`config.mk`:
```
export PLATFORM = sky130hd
export DESIGN_NAME = store_writer
export DESIGN_NICKNAME = d
export VERILOG_FILES = /design/src/rtl/store_writer.sv
export SDC_FILE = /design/constraint.sdc
export NUM_CORES = 1
export LEC_CHECK = 0
export CAP_MARGIN = 20
export CORE_MARGIN = 1
export CORE_UTILIZATION = 52
export DETAILED_ROUTE_END_ITERATION = 12
export GPL_TIMING_DRIVEN = 0
export PLACE_DENSITY = 0.75
export SYNTH_ARGS = -nofsm -noshare
export SYNTH_HDL_FRONTEND = slang
export SYNTH_SLANG_ARGS = --single-unit
export TNS_END_PERCENT = 100
```
`constraint.sdc`:
```
create_clock -name clk -period 3.4 [get_ports clk]
set_clock_uncertainty 0.15 [all_clocks]
set_input_delay 0.68 -clock clk [delete_from_list [all_inputs] [get_ports clk]]
set_output_delay 0.68 -clock clk [all_outputs]
set_load 0.03 [all_outputs]
```
`src/rtl/store_writer.sv`:
```
// Store writer: buffers byte/half/word store requests in a small FIFO and
// drains each one to the RAM/UART port one byte per granted cycle.
module store_writer #(
  parameter int FIFO_DEPTH = 4
) (
  input  logic        clk,
  input  logic        rst,
  input  logic        rdy,

  input  logic        ena_from_lsb,
  input  logic [31:0] addr_from_lsb,
  input  logic [31:0] data_from_lsb,
  input  logic [2:0]  size_from_lsb,
  output logic        full_to_lsb,
  output logic        done_to_lsb,

  output logic        req_to_arb,
  input  logic        grant_from_arb,

  input  logic        uart_full_from_ram,
  output logic        wr_flag_to_ram,
  output logic [31:0] addr_to_ram,
  output logic [7:0]  data_o_to_ram
);

  localparam int PTR_W = (FIFO_DEPTH > 1) ? $clog2(FIFO_DEPTH) : 1;
  localparam int CNT_W = $clog2(FIFO_DEPTH + 1);
  localparam logic [PTR_W-1:0] LAST_PTR = PTR_W'(FIFO_DEPTH - 1);
  localparam logic [CNT_W-1:0] FULL_CNT = CNT_W'(FIFO_DEPTH);

  localparam logic [0:0] ST_IDLE  = 1'b0;
  localparam logic [0:0] ST_WRITE = 1'b1;

  // Request FIFO storage; the size is kept as the index of the last byte.
  logic [31:0]      r_addr_mem [FIFO_DEPTH];
  logic [31:0]      r_data_mem [FIFO_DEPTH];
  logic [1:0]       r_last_mem [FIFO_DEPTH];
  logic [PTR_W-1:0] r_wptr;
  logic [PTR_W-1:0] r_rptr;
  logic [CNT_W-1:0] r_count;

  // Store currently being drained.
  logic [0:0]       r_state;
  logic [31:0]      r_base;
  logic [31:0]      r_data;
  logic [1:0]       r_last;
  logic [1:0]       r_k;

  logic             r_wr_flag;
  logic [31:0]      r_addr_out;
  logic [7:0]       r_data_out;
  logic             r_done;

  logic             w_full;
  logic             w_empty;
  logic             w_push;
  logic             w_pop;
  logic             w_load;
  logic             w_issue;
  logic             w_last_byte;
  logic [1:0]       w_push_last;
  logic [7:0]       w_byte;

  function automatic logic [PTR_W-1:0] ptr_inc(input logic [PTR_W-1:0] p);
    return (p == LAST_PTR) ? '0 : p + PTR_W'(1);
  endfunction

  assign w_full  = (r_count == FULL_CNT);
  assign w_empty = (r_count == '0);

  // Every state change, including FIFO push, is gated by the global ready.
  assign w_push      = rdy & ena_from_lsb & ~w_full;
  assign w_load      = rdy & (r_state == ST_IDLE) & grant_from_arb & ~w_empty;
  assign w_issue     = rdy & (r_state == ST_WRITE) & grant_from_arb & ~uart_full_from_ram;
  assign w_last_byte = w_issue & (r_k == r_last);
  assign w_pop       = w_last_byte;

  // Sizes other than 1 and 2 are handled as full words.
  assign w_push_last = (size_from_lsb == 3'd1) ? 2'd0 :
                       (size_from_lsb == 3'd2) ? 2'd1 : 2'd3;

  // NOTE: every variable assigned in always_comb gets a default first, so no latch can be inferred.
  always_comb begin
    w_byte = r_data[7:0];
    case (r_k)
      2'd1:    w_byte = r_data[15:8];
      2'd2:    w_byte = r_data[23:16];
      2'd3:    w_byte = r_data[31:24];
      default: w_byte = r_data[7:0];
    endcase
  end

  // NOTE: storage arrays are not reset; the pointers and count alone decide which entries are valid.
  always_ff @(posedge clk) begin
    if (w_push) begin
      r_addr_mem[r_wptr] <= addr_from_lsb;
      r_data_mem[r_wptr] <= data_from_lsb;
      r_last_mem[r_wptr] <= w_push_last;
    end
  end

  // NOTE: sequential state uses non-blocking assignments so all registers update from pre-edge values.
  always_ff @(posedge clk) begin
    if (rst) begin
      r_wptr  <= '0;
      r_rptr  <= '0;
      r_count <= '0;
    end else if (rdy) begin
      if (w_push) r_wptr <= ptr_inc(r_wptr);
      if (w_pop)  r_rptr <= ptr_inc(r_rptr);
      case ({w_push, w_pop})
        2'b10:   r_count <= r_count + CNT_W'(1);
        2'b01:   r_count <= r_count - CNT_W'(1);
        default: r_count <= r_count;
      endcase
    end
  end

  always_ff @(posedge clk) begin
    if (rst) begin
      r_state    <= ST_IDLE;
      r_base     <= '0;
      r_data     <= '0;
      r_last     <= '0;
      r_k        <= '0;
      r_wr_flag  <= 1'b0;
      r_addr_out <= '0;
      r_data_out <= '0;
      r_done     <= 1'b0;
    end else if (rdy) begin
      // Non-issuing cycles present an idle bus and no completion.
      r_wr_flag  <= 1'b0;
      r_addr_out <= '0;
      r_data_out <= '0;
      r_done     <= 1'b0;
      case (r_state)
        ST_IDLE: begin
          if (w_load) begin
            r_base  <= r_addr_mem[r_rptr];
            r_data  <= r_data_mem[r_rptr];
            r_last  <= r_last_mem[r_rptr];
            r_k     <= '0;
            r_state <= ST_WRITE;
          end
        end
        ST_WRITE: begin
          if (w_issue) begin
            r_wr_flag  <= 1'b1;
            r_addr_out <= r_base + {30'd0, r_k};
            r_data_out <= w_byte;
            if (w_last_byte) begin
              r_done  <= 1'b1;
              r_k     <= '0;
              r_state <= ST_IDLE;
            end else begin
              r_k <= r_k + 2'd1;
            end
          end
        end
        default: r_state <= ST_IDLE;
      endcase
    end
  end

  assign full_to_lsb    = w_full;
  assign req_to_arb     = (r_state == ST_WRITE) | ~w_empty;
  assign done_to_lsb    = r_done;
  assign wr_flag_to_ram = r_wr_flag;
  assign addr_to_ram    = r_addr_out;
  assign data_o_to_ram  = r_data_out;

endmodule

```
==> metrics.md <==
| Metric | Value |
|---|---|
| Clk slew on worst S/H paths | `60 ps` |
| Worst Path Required | `3450 ps` |
| TNS Setup | `0 ps` |
| Cell Count, Final, Fillers Out | `1,596` |
| Max Transition Viols Final | `0` |
| M2 GR Usage | `0.353` |
| Remaining DRCs | `0` |
| Placed cell areas | `16,600 um2` |
| Die area | `29,300 um2` |
| Final min period | `3180 ps` |
| Final worst path period share | `0.936` |
| Post-synth top cells | `edfxtp_1, nand2_1, dfxtp_1` |
| Num CTS Buffers | `38` |
| Most used DFF post-synth | `edfxtp_1` |
| # fillers | `2,062` |
| Std cell rows | `61` |
| Hold_buf cts | `0` |
| Reg-to-reg startpoint | `r_count[2]$_SDFFE_PP0P_` |
| Post-CTS sizing | `0` |
| Initial antenna violation count | `0` |
| Synth Area per Inst | `14.5 um2` |
| # Max-Cap Violations | `0` |
| Vias in the first global route | `8,798` |
| Synth area leaders | `edfxtp_1, dfxtp_1, mux4_2` |
| Top Ports | `117` |
| Fmax | `0.314 GHz` |
| Cell Pwr Density | `528 nW/um2` |
| WS Path Type | `input pin to register` |
| GRT overflow | `0` |
| Most used routing layer | `met2` |
| CTS tree | `built` |
| H-tree depth | `2` |
| Crit. End Element | `register` |
| GR met1 Demand/Resource | `0.312` |
| Endpoints failing setup | `0` |
| Final Routed Wirelength | `31.3 mm` |
| Remaining antenna violation count | `0` |
| Synth Warn # | `0` |
| Max_slew headroom | `0.408` |
| Initial Utilization | `0.532` |
| Worst setup path end | `r_data_mem[3][25]$_DFFE_PP_` |
| # Post-CTS Setup Buffers | `0` |
| Iteration-0 DRC Markers | `807` |
| Clock Sinks | `382` |
| LEAKAGE | `5.64 nW` |
| Hpwl dp | `20.8 mm` |
| Vias per cell | `5.75` |
| Register-to-register setup slack | `780 ps` |
| FF+latch area | `10,300 um2` |
| Worst setup SP type | `input pin` |
| Crit Path Max Fanout | `38` |
| Clk root buf | `clkbuf_16` |
| GPL Wtd Cong | `0.899` |
| First drt pass iteration count | `6` |
| EDFF count, synth | `264` |
| M3 GR Usage | `0.0331` |
| Area delta synth->final | `19.7%` |
| DR vias | `9,183` |
| R2r worst-path depth | `10` |
| Reg-to-reg endpoint | `r_count[2]$_SDFFE_PP0P_` |
| FFs w/ async S/R, synth | `0` |
| Worst Setup SP | `rdy` |
| Multi-input combinational cell area | `4280 um2` |
| Largest net degree at the start of global routing | `48` |
| Post-synth top area share | `0.533` |
| Fraction of layout cells with a size suffix above 1 | `0.128` |
| DR WL/cell | `19.6 um` |
| Number of antenna diodes | `0` |
| Cell Area, Synth | `14,900 um2` |
| Final instance area | `17,800 um2` |
| Arr. time, crit path | `3230 ps` |
| Flops & latches, synth | `382` |
| Syn_nets | `1,116` |
| Hold Crit Class | `register to register` |
| Netlist cell types | `51` |
| CORE AREA | `27,900 um2` |
| Area leader, netlist | `edfxtp_1` |
| Worst Tran Pin Value | `879 ps` |
| Place WS | `-305 ps` |
| First-pass GRT wire length | `48.6 mm` |
| Unrepaired setup endpoints after global routing | `false` |
| Worst-skew pair later-pin latency | `520 ps` |
| Final Hold Viols | `0` |
| Nets | `1,275` |
| Top-count cell post-synth | `edfxtp_1` |
| Die width | `171 um` |
| Sequential area share after synthesis | `0.692` |
| Finished Core Util | `0.637` |
| PnR worst setup slack | `217 ps` |
| Max IR drop VDD | `0.484 mV` |
| Input/output buffers | `115` |
| Run status | `finished clean` |
| Total GRT Usage | `0.221` |
| Die Y | `171 um` |
| Placed insts | `1,526` |
| CTS Buffer Depth | `3` |
| Mapped Cells | `1,029` |
[metal layers]
layer | part of all wire | up-vias | routed length [um]
li1 | - | 4243 | -
met1 | 0.43 | 4549 | 13500
met2 | 0.48 | 320 | 14900
met3 | 0.062 | 71 | 1930
met4 | 0.029 | 0 | 914
met5 | 0 | - | 0
[cell usage in the layout, fill, tap and decap left out, types with 4 or more instances in the layout]
| cell type | synthesis | final |
|---|---|---|
| a222oi_1 | 8 | 8 |
| clkinv_1 | 0 | 4 |
| ha_1 | 12 | 12 |
| nor3_1 | 9 | 9 |
| nor2b_1 | 14 | 14 |
| clkbuf_16 | 0 | 40 |
| o21ai_1 | 4 | 4 |
| clkbuf_8 | 0 | 4 |
| and4_1 | 4 | 4 |
| or4_1 | 6 | 6 |
| and2_1 | 8 | 4 |
| dfxtp_1 | 118 | 118 |
| and2_4 | 0 | 4 |
| nand2b_1 | 8 | 8 |
| o211ai_1 | 17 | 17 |
| nand3_1 | 31 | 31 |
| clkinv_2 | 0 | 10 |
| clkdlybuf4s50_1 | 0 | 115 |
| clkbuf_1 | 43 | 51 |
| nor2_1 | 33 | 33 |
| o21ai_0 | 12 | 12 |
| a21oi_1 | 91 | 91 |
| xor2_1 | 4 | 4 |
| nand4_1 | 18 | 18 |
| a32oi_1 | 9 | 9 |
| buf_2 | 16 | 16 |
| xnor2_1 | 8 | 8 |
| nand2_1 | 167 | 167 |
| mux4_2 | 66 | 66 |
| edfxtp_1 | 264 | 264 |
| and3_1 | 4 | 4 |
| nor4_1 | 5 | 5 |
| inv_1 | 12 | 12 |
[sequential cells by signal (all words and copies together) (netlist names), 2 cells and up]
signal and flops:
addr_to_ram 32, data_o_to_ram 8, r_addr_mem 128, r_base 32, r_count 3, r_data 32
r_data_mem 128, r_k 2, r_last 2, r_last_mem 8, r_rptr 2, r_wptr 2
[layout make-up]
class,instances,area share
Tap cell,378,0.0266
Sequential cell,382,0.578
Multi-Input combinational cell,571,0.240
Timing Repair Buffer,119,0.0704
Inverter,12,0.00253
Buffer,64,0.0153
Clock buffer,52,0.0610
Clock inverter,18,0.00604
[worst max-delay path: stages]
cell and delay [ps]:
clkdlybuf4s50_1 550, clkbuf_1 510, nand2_1 140, nor2_1 450, and2_4 540, buf_12 320
[kinds of logic after synthesis]
logic type / synth area share
DFF: 0.692
and+or+nand+nor: 0.102
AOI/OAI and AO/OA: 0.0625
buffers and inverters: 0.0213
muxes: 0.102
adders and majority gates: 0.0128
xor gates and xnor gates: 0.00707
[worst min-delay path by stage]
stage	startpoint	to	slack, ps	cells past startpoint
after global placement	r_data[14]$_SDFFE_PP0P_	r_data[14]$_SDFFE_PP0P_	300	2
after CTS	r_data[1]$_SDFFE_PP0P_	r_data[1]$_SDFFE_PP0P_	310	2
after floorplan	r_data[24]$_SDFFE_PP0P_	r_data[24]$_SDFFE_PP0P_	290	2
after global routing	r_data[20]$_SDFFE_PP0P_	r_data[20]$_SDFFE_PP0P_	320	2
final	r_data[1]$_SDFFE_PP0P_	r_data[1]$_SDFFE_PP0P_	310	2
after detailed placement	r_data[1]$_SDFFE_PP0P_	r_data[1]$_SDFFE_PP0P_	300	2
[power by group]
group          total (W)  leakage [nW]  internal [W]  switching, W
clock            0.00394         0.597       0.00225       0.00169
combinational   0.000355          1.70      0.000159      0.000196
sequential       0.00509          3.35       0.00506     0.0000360
[stage by stage]
step,power [W],hold WS (ps)
floorplan,0.00535,286
global placement,0.00553,295
detailed placement,0.00555,299
CTS,0.00946,308
global route,0.00969,317
finish,0.00939,305
(Power assumes the default switching activity.)
==> patch: new RTL, same settings <==
Reset style: asynchronous (`rst`), changed in 2 clocked blocks.
--- a/src/rtl/store_writer.sv
+++ b/src/rtl/store_writer.sv
@@ -101,5 +101,5 @@
 
   // NOTE: sequential state uses non-blocking assignments so all registers update from pre-edge values.
-  always_ff @(posedge clk) begin
+  always_ff @(posedge clk or posedge rst) begin
     if (rst) begin
       r_wptr  <= '0;
@@ -117,5 +117,5 @@
   end
 
-  always_ff @(posedge clk) begin
+  always_ff @(posedge clk or posedge rst) begin
     if (rst) begin
       r_state    <= ST_IDLE;
Check against the original RTL: differs if rst is asserted again (counterexample within 4 cycles, from zero or initial values and one cycle with rst high); with rst held inactive, the same outputs for 4 cycles.
==> patch against the unedited design <==
Non-clock buffer count is 25 lower; worst hold slack improved by 0.041 ns; cell area up 0.99%; worst setup slack better by 0.14 ns; sequential cell count stayed put; die area up 0.16%; global-route usage down 0.34 points; fmax increased by 4.8%; utilization increased by 0.46 points; area after synthesis grew 0.16%; routed wire length down 2.9%.
Power is not compared: it rests on default switching activity, and its combinational part moved more than twofold at a synthesized area within 25%.
==> patch: results (changes against the unedited design) <==
stage,metric,value,unit,change
critical_path,family with the most delay on the worst path,simple AND/OR/NAND/NOR gates,,
global_routing,M2 GR Usage,35.42,%,+0.16 points
clock_tree,Clock Latency Late Sink,0.53,ns,
critical_path,r2r endpoint,r_count[2],,
global_routing,first-pass GRT wire length,47120,um,-3.1%
placed_design,post-DP HPWL,19590,um,-5.7%
worst_hold_path,hold path depth,1,,-1
worst_hold_path,HP Start,r_count[0],,
global_routing,GRT Total Usage,21.74,%,-0.34 points
drt,DR pass1 iterations,7,,+1
drt,wire per inst,22.54,um,+15%
synthesis,Post-synth top cells,"edfxtp_1 (264), dfrtp_1 (118), mux2_2 (66), mux4_2 (66), a22o_1 (36)",,
synthesis,ranking of synthesized cells by area,"edfxtp_1 (53%), dfrtp_1 (20%), mux4_2 (10%)",,
global_routing,M1 GR Usage,30.47,%,-0.77 points
placed_design,dpl ws,-0.1707,ns,+0.1341 ns
synthesis,"Top FF cell, synth",edfxtp_1,,
clock_tree,Post-CTS Setup Inserts,0,,unchanged
critical_path,R2R setup slack,0.81,ns,+0.03 ns
synthesis,count of cell types in the netlist,42,,-18%
sta,max_slew headroom,27.53,%,-13 points
critical_path,Worst R2R Path Depth,8,,-2
critical_path,CP max stage delay,0.66,ns,+0.11 ns
global_routing,largest net degree at the start of global routing,55,,+15%
placed_design,DP Area,0.01671,mm^2,+0.59%
worst_hold_path,Worst Hold End,r_count[0],,
run_status,status,"finished, final reports clean",,
drt,DR iter-0 viols,581,,-28%
synthesis,Synth Instances,772,,-25%
placed_design,# placed instances,1273,,-17%
global_routing,vias in the first global route,8102,,-7.9%
global_routing,initial antenna violation count,2,,+2
cells_and_area,share of cells above drive strength 1,23.58,%,+11 points
cells_and_area,Final nets,1023,,-20%
drt,vias per cell,5.788,,+0.60%
clock_tree,CTS Buf Count,39,,+2.6%
synthesis,"Net Count, Synth",859,,-23%
critical_path,largest fanout on the critical path,6,,-84%
synthesis,register area share after synthesis,73.04,%,+3.9 points
cells_and_area,FILL cells,1958,,-5.0%
placed_design,gp weighted congestion,0.8200,,-8.8%
global_routing,grt met3 use,3.682,%,+0.37 points
critical_path,"Arr. time, crit path",3.33,ns,+0.10 ns
sta,Min Hold Slack,0.3464,ns,+0.04092 ns
drt,vias,7797,,-15%
power,Internal Power,10.03,mW,
placed_design,number of port buffers,116,,+0.87%
critical_path,Worst R2R Start,r_state,,
synthesis,Post-synth ARST share,30.89,%,+31 points
==> patch: cell families (layout without fill, tap and decap cells) <==
| group | Yosys count | in the layout | share of synthesized area, % |
|---|---|---|---|
| simple gates | 94 | 94 | 3.629 |
| flops | 382 | 382 | 73.04 |
| xor+xnor | 35 | 35 | 2.058 |
| fa+ha+maj | 14 | 14 | 1.277 |
| mux | 133 | 133 | 15.04 |
| other cells | 0 | 2 | 0 |
| buf+inv | 47 | 242 | 1.344 |
| compound gates | 67 | 67 | 3.612 |
==> patch: metal layers <==
| layer | wire [um] | part of all wire, % |
|---|---|---|
| met1 | 13030 | 43 |
| met2 | 15010 | 49 |
| met5 | 0 | 0 |
| met4 | 711 | 2.3 |
| met3 | 1607 | 5.3 |
==> patch: worst max-delay path by stage <==
stage	endpoint	from	cells past startpoint	slack (ns)
2_1_floorplan	r_addr_mem[1][0]	r_count[0]	4	0.18
3_3_place_gp	r_data_mem[0][8]	rdy	4	-1.96
3_5_place_dp	r_count[2]	rdy	9	-0.17
4_1_cts	r_count[2]	rdy	9	0.34
5_1_grt	r_count[2]	rdy	9	0.18
6_report	r_count[2]	rdy	9	0.36
==> patch: area by class of cell <==
type	instances	area [um^2]	share of cell area (%)
antenna	2	5.005	0.02784
buffer	35	155.1	0.8630
clock buffer	52	1106	6.152
clock inverter	20	161.4	0.8978
inverter	12	48.80	0.2714
multi-input combinational	343	3825	21.27
sequential	382	10880	60.52
tap	378	473.0	2.631
timing repair buffer	123	1324	7.363
==> patch: power by group through the flow <==
stage | logic (mW) | clock network, mW | registers [mW]
floorplan | 2.25 | 0 | 6.54
CTS | 3.48 | 4.24 | 6.47
detailed placement | 3.45 | 0 | 6.56
finish | 3.41 | 4.16 | 6.48
global route | 3.70 | 4.42 | 6.57
global placement | 3.30 | 0 | 6.57
